$ cat config.mk
export PLATFORM = sky130hd
export DESIGN_NAME = aes_inv_key_sched_flat
export DESIGN_NICKNAME = d
export VERILOG_FILES = /design/src/rtl/aes_inv_key_sched_if.sv /design/src/rtl/aes_inv_key_sched.sv /design/src/flat_wrapper.sv
export SDC_FILE = /design/constraint.sdc
export NUM_CORES = 2
export LEC_CHECK = 0
export ABC_CLOCK_PERIOD_IN_PS = 27600
export CORE_MARGIN = 2
export CORE_UTILIZATION = 50
export DETAILED_ROUTE_END_ITERATION = 10
export HOLD_SLACK_MARGIN = 0.08
export PLACE_DENSITY = 0.67
export SLEW_MARGIN = 20
export SYNTH_ARGS = -nofsm -noshare
export SYNTH_HDL_FRONTEND = slang
export SYNTH_SLANG_ARGS = --single-unit
$ cat constraint.sdc
create_clock -name clk -period 27.6 [get_ports clk]
set_input_delay 2.76 -clock clk [delete_from_list [all_inputs] [get_ports clk]]
set_output_delay 2.76 -clock clk [all_outputs]
set_load 0.02 [all_outputs]
$ cat src/rtl/aes_inv_key_sched_if.sv
// Handshake/bus bundle between the key register side and the inverse key schedule.
interface aes_inv_key_sched_if;
  logic         kld;
  logic [127:0] key_in;
  logic         adv;
  logic [127:0] rkey;
  logic [3:0]   rnd;
  logic         kvld;
  logic         done;

  modport master (output kld, key_in, adv, input rkey, rnd, kvld, done);
  modport slave  (input kld, key_in, adv, output rkey, rnd, kvld, done);
endinterface

$ cat src/rtl/aes_inv_key_sched.sv
// Reverse AES-128 key schedule: loaded with the round 10 key, each advance
// steps back one round key until the cipher key (round 0) is reached.

// Forward AES S-box, computed as GF(2^8) inverse followed by the affine map.
module aes_sbox (
  input  logic [7:0] a,
  output logic [7:0] d
);
  function automatic logic [7:0] gf_mul(input logic [7:0] x, input logic [7:0] y);
    logic [7:0] acc;
    logic [7:0] sh;
    acc = 8'h00;
    sh  = x;
    for (int i = 0; i < 8; i++) begin
      if (y[i]) acc = acc ^ sh;
      sh = {sh[6:0], 1'b0} ^ (sh[7] ? 8'h1b : 8'h00);
    end
    return acc;
  endfunction

  // x^254 == x^-1 in GF(2^8); maps 0 to 0 as the S-box requires.
  function automatic logic [7:0] gf_inv(input logic [7:0] x);
    logic [7:0] sq;
    logic [7:0] res;
    sq  = x;
    res = 8'h01;
    for (int i = 1; i < 8; i++) begin
      sq  = gf_mul(sq, sq);
      res = gf_mul(res, sq);
    end
    return res;
  endfunction

  function automatic logic [7:0] affine(input logic [7:0] b);
    return b ^ {b[6:0], b[7]} ^ {b[5:0], b[7:6]} ^ {b[4:0], b[7:5]} ^ {b[3:0], b[7:4]} ^ 8'h63;
  endfunction

  assign d = affine(gf_inv(a));
endmodule

module aes_inv_key_sched (
  input  logic                 clk,
  input  logic                 rst,
  aes_inv_key_sched_if.slave   bus
);
  typedef enum logic [1:0] {IDLE, RUN, FIN} state_t;

  state_t      state;
  logic [31:0] w0, w1, w2, w3;
  logic [31:0] p0, p1, p2, p3;
  logic [31:0] rot, sub;

  // Descending round constant for stepping from round r back to r-1.
  function automatic logic [7:0] rcon(input logic [3:0] r);
    case (r)
      4'd10:   return 8'h36;
      4'd9:    return 8'h1b;
      4'd8:    return 8'h80;
      4'd7:    return 8'h40;
      4'd6:    return 8'h20;
      4'd5:    return 8'h10;
      4'd4:    return 8'h08;
      4'd3:    return 8'h04;
      4'd2:    return 8'h02;
      4'd1:    return 8'h01;
      default: return 8'h00;
    endcase
  endfunction

  assign {w0, w1, w2, w3} = bus.rkey;

  assign p3  = w3 ^ w2;
  assign p2  = w2 ^ w1;
  assign p1  = w1 ^ w0;
  assign rot = {p3[23:0], p3[31:24]};

  for (genvar i = 0; i < 4; i++) begin : g_sbox
    aes_sbox u_sbox (.a(rot[8*i +: 8]), .d(sub[8*i +: 8]));
  end

  assign p0 = w0 ^ sub ^ {rcon(bus.rnd), 24'h000000};

  always_ff @(posedge clk or negedge rst) begin
    if (!rst) begin
      state    <= IDLE;
      bus.rkey <= '0;
      bus.rnd  <= '0;
      bus.kvld <= 1'b0;
      bus.done <= 1'b0;
    end else if (bus.kld) begin
      // A load wins over a same-cycle advance and discards any walk in progress.
      state    <= RUN;
      bus.rkey <= bus.key_in;
      bus.rnd  <= 4'd10;
      bus.kvld <= 1'b1;
      bus.done <= 1'b0;
    end else begin
      case (state)
        RUN: begin
          if (bus.adv) begin
            bus.rkey <= {p0, p1, p2, p3};
            bus.rnd  <= bus.rnd - 4'd1;
            if (bus.rnd == 4'd1) begin
              state    <= FIN;
              bus.done <= 1'b1;
            end
          end
        end
        default: ;
      endcase
    end
  end
endmodule
$ cat src/flat_wrapper.sv
// flat-port wrapper written by rule: the top's interface ports become plain ports
module aes_inv_key_sched_flat 
  (clk, rst, bus_kld, bus_key_in, bus_adv, bus_rkey, bus_rnd, bus_kvld, bus_done);
  aes_inv_key_sched_if bus_i ();
  input  logic clk;
  input  logic rst;
  input wire logic [$bits(bus_i.kld)-1:0] bus_kld;
  input wire logic [$bits(bus_i.key_in)-1:0] bus_key_in;
  input wire logic [$bits(bus_i.adv)-1:0] bus_adv;
  output wire logic [$bits(bus_i.rkey)-1:0] bus_rkey;
  output wire logic [$bits(bus_i.rnd)-1:0] bus_rnd;
  output wire logic [$bits(bus_i.kvld)-1:0] bus_kvld;
  output wire logic [$bits(bus_i.done)-1:0] bus_done;
  assign bus_i.kld = bus_kld;
  assign bus_i.key_in = bus_key_in;
  assign bus_i.adv = bus_adv;
  assign bus_rkey = bus_i.rkey;
  assign bus_rnd = bus_i.rnd;
  assign bus_kvld = bus_i.kvld;
  assign bus_done = bus_i.done;
  aes_inv_key_sched u_core (.clk(clk), .rst(rst), .bus(bus_i));
endmodule
==> flow_summary.toml <==
[layout]
area_growth_pct = 8.74
fin_nets = 8214
final_layout_size_suffix_gt1_share_pct = 8.35
fillers = 11600

[route]
drt_iter0_drc = 6110
wl_per_cell_um = 19.8
via_per_inst = 5.94
via_count = 57600
drtPass1Iterations = 6
totalWireLength_um = 192000
drcViolationCount = 0
antenna_left = 0

[timing]
rsz0062_at_grt = "false"
relSlewSlack_pct = 23.3
tightest_slew_ps = 1140
timing.fmax_mhz = 50.6
hold_viol_final = 0
finalCriticalPeriod_ps = 19750
finClkSkew_ps = 28.5
setup_tns_ps = 0
setup_viol = 0
slew_viol_final = 0
fin_crit_sh_pct = 71.5

[cts]
root_buffer = "clkbuf_16"
cts_tree = "yes"
htree_num_levels = 4
hold_buffers = 0
cts_resized = 0
cts_made_buffers = 17
insertion_delay_ps = 540
cts_setup_buffers = 0
cts.sinks = 135
path_clk_slew_ps = 70
cts_buffer_depth = 2

[global_routing]
antenna_found_initial = 5
grt_pass1_vias = 53400
overflow = 0
grt_first_pass_wirelength_um = 305000
track_usage_pct = 29.6
grt_max_degree = 105

[logic_synthesis]
yosysWarnings = 0
synth.cell_area_um2 = 61300
synth_nets = 8203
ys.flop_type = "dfrtp_1"
async_flop_share_pct = 100
syn_avg_cell_area_um2 = 7.62
syn_inst = 8047
ys_seq_area_share_pct = 5.51
synth_edf_count = 0
ys_ff_latch = 135
ys_types = 122

[setup_path]
r2r-end = "u_core.bus.rkey[124]"
rrSetupSlack_ps = 7850
cp.arrival_ps = 20140
crit_fanout = 13
slowest_delay_ps = 810
r2r-start = "u_core.bus.rkey[55]"
cp-end-kind = "flip-flop"
crit_top_cell = "xnor2_1"
slowest_stage = "xnor2_1"
reg2reg_depth = 56
crit_type = "reg2reg"
critPathLaunchType = "flip-flop"
worstPathRequired_ps = 27990

[flow_run]
maxCapViolCount = 0

[floorplan]
dieArea_um2 = 125000
coreArea_um2 = 122000
start_util_pct = 50.4
chipHeight_um = 354
io_pins = 266
rows = 128
die_w_um = 354

[placement]
place.port_buffers = 265
place.gp.congestion = 0.928
dpl.hpwl_um = 141000

[outcome]
status = "finished, final reports clean"

[min_path]
hold_class = "reg2reg"
whs_endpoint = "u_core.bus.kvld"
hold_depth = 1
hp-start = "u_core.bus.kvld"
[area by class of cell]
class	count	area, um2	area share, %
Multi-Input combinational cell	7314	55900	83.9
Tap cell	1625	2030	3.05
Clock buffer	17	425	0.638
Clock inverter	15	180	0.270
Inverter	101	382	0.572
Timing Repair Buffer	489	4340	6.51
Antenna cell	1	2.50	0.00375
Sequential cell	135	3380	5.07
[stage by stage]
step / cells / utilization [%] / area [um2] / hold WS (ps) / setup slack (ps)
after floorplan: 8047 / - / 61300 / 533 / 11960
after global placement: 9664 / 54.2 / 66000 / 453 / 8430
after detailed placement: 9664 / 54.2 / 66000 / 457 / 7810
after CTS: 9696 / 54.7 / 66600 / 477 / 7670
after global routing: 9696 / 54.8 / 66700 / 488 / 6610
final: 9697 / 54.8 / 66700 / 474 / 7850
[registers in the layout, summed over array words and instances, names as in the netlist]
register         flops
u_core.bus.done      1
u_core.bus.kvld      1
u_core.bus.rkey    128
u_core.bus.rnd       4
u_core.state         1
[metal layers]
layer / track usage (%) / wire length [um] / share of wire, %
met5: 0 / 26 / 0.014
met3: 4.78 / 17000 / 8.8
met2: 46.6 / 86100 / 45
met4: 6.19 / 3840 / 2.0
met1: 42.5 / 85500 / 44
[how the worst max path moves through the flow]
stage                         from                   end  cells after the start
6_report       u_core.bus.rkey[55]  u_core.bus.rkey[124]                     56
5_1_grt        u_core.bus.rkey[55]  u_core.bus.rkey[124]                     55
3_5_place_dp   u_core.bus.rkey[55]  u_core.bus.rkey[120]                     53
3_3_place_gp   u_core.bus.rkey[55]  u_core.bus.rkey[120]                     53
4_1_cts        u_core.bus.rkey[55]  u_core.bus.rkey[120]                     53
2_1_floorplan  u_core.bus.rkey[55]  u_core.bus.rkey[120]                     57
[layout by cell type (no fill, tap or decap), drive strengths merged, types with 75 or more instances in the layout]
cell type	count
a211oi	75
a21oi	387
buf	225
clkdlybuf4s50	263
dfrtp	135
inv	105
mux2i	212
nand2	975
nand3	169
nor2	1152
nor3	203
o21ai	440
o22ai	109
xnor2	1667
xnor3	346
xor2	567
[kinds of logic (layout without fill, tap and decap cells)]
group / Yosys count / count (layout) / share of synthesized area [%]
AOI/OAI and AO/OA: 1559 / 1559 / 16.4
xor gates and xnor gates: 2624 / 2624 / 49.3
adders and majority gates: 31 / 31 / 0.604
buffers and inverters: 598 / 622 / 4.01
DFF: 135 / 135 / 5.51
muxes: 262 / 262 / 4.50
other: 0 / 1 / 0
and+or+nand+nor: 2838 / 2838 / 19.7
[cells in the mapped netlist (49+ instances only)]
library cell,instances,area [um2]
xor2_2,51,830
o211ai_1,58,435
nand3_1,169,846
a22oi_1,64,480
nand2_1,971,3640
nand2b_1,49,307
or3_1,52,325
a31oi_1,71,444
o21ai_0,385,1930
xnor2_2,102,1660
a211oi_1,73,548
buf_1,49,184
nor2_1,1144,4290
and2_1,50,313
inv_1,82,308
mux2i_1,211,2110
xnor2_1,1542,13500
a21oi_1,382,1910
clkbuf_1,336,1260
dfrtp_1,135,3380
buf_2,88,440
xnor3_1,325,7320
o22ai_1,107,669
xor2_1,506,4430
o21ai_1,51,255
nor3_1,202,1010
[worst max-delay path: cells and delay by family (launching register included)]
kind,cells,cell delay [ps]
simple gates,12,2440
mux,6,1720
compound gates,16,6140
buf+inv,5,1110
fa+ha+maj,3,1220
xor+xnor,14,6490
flops,1,450
Power is not shown: default switching activity piles up to over one toggle a cycle in this logic, so the estimate is an artifact.
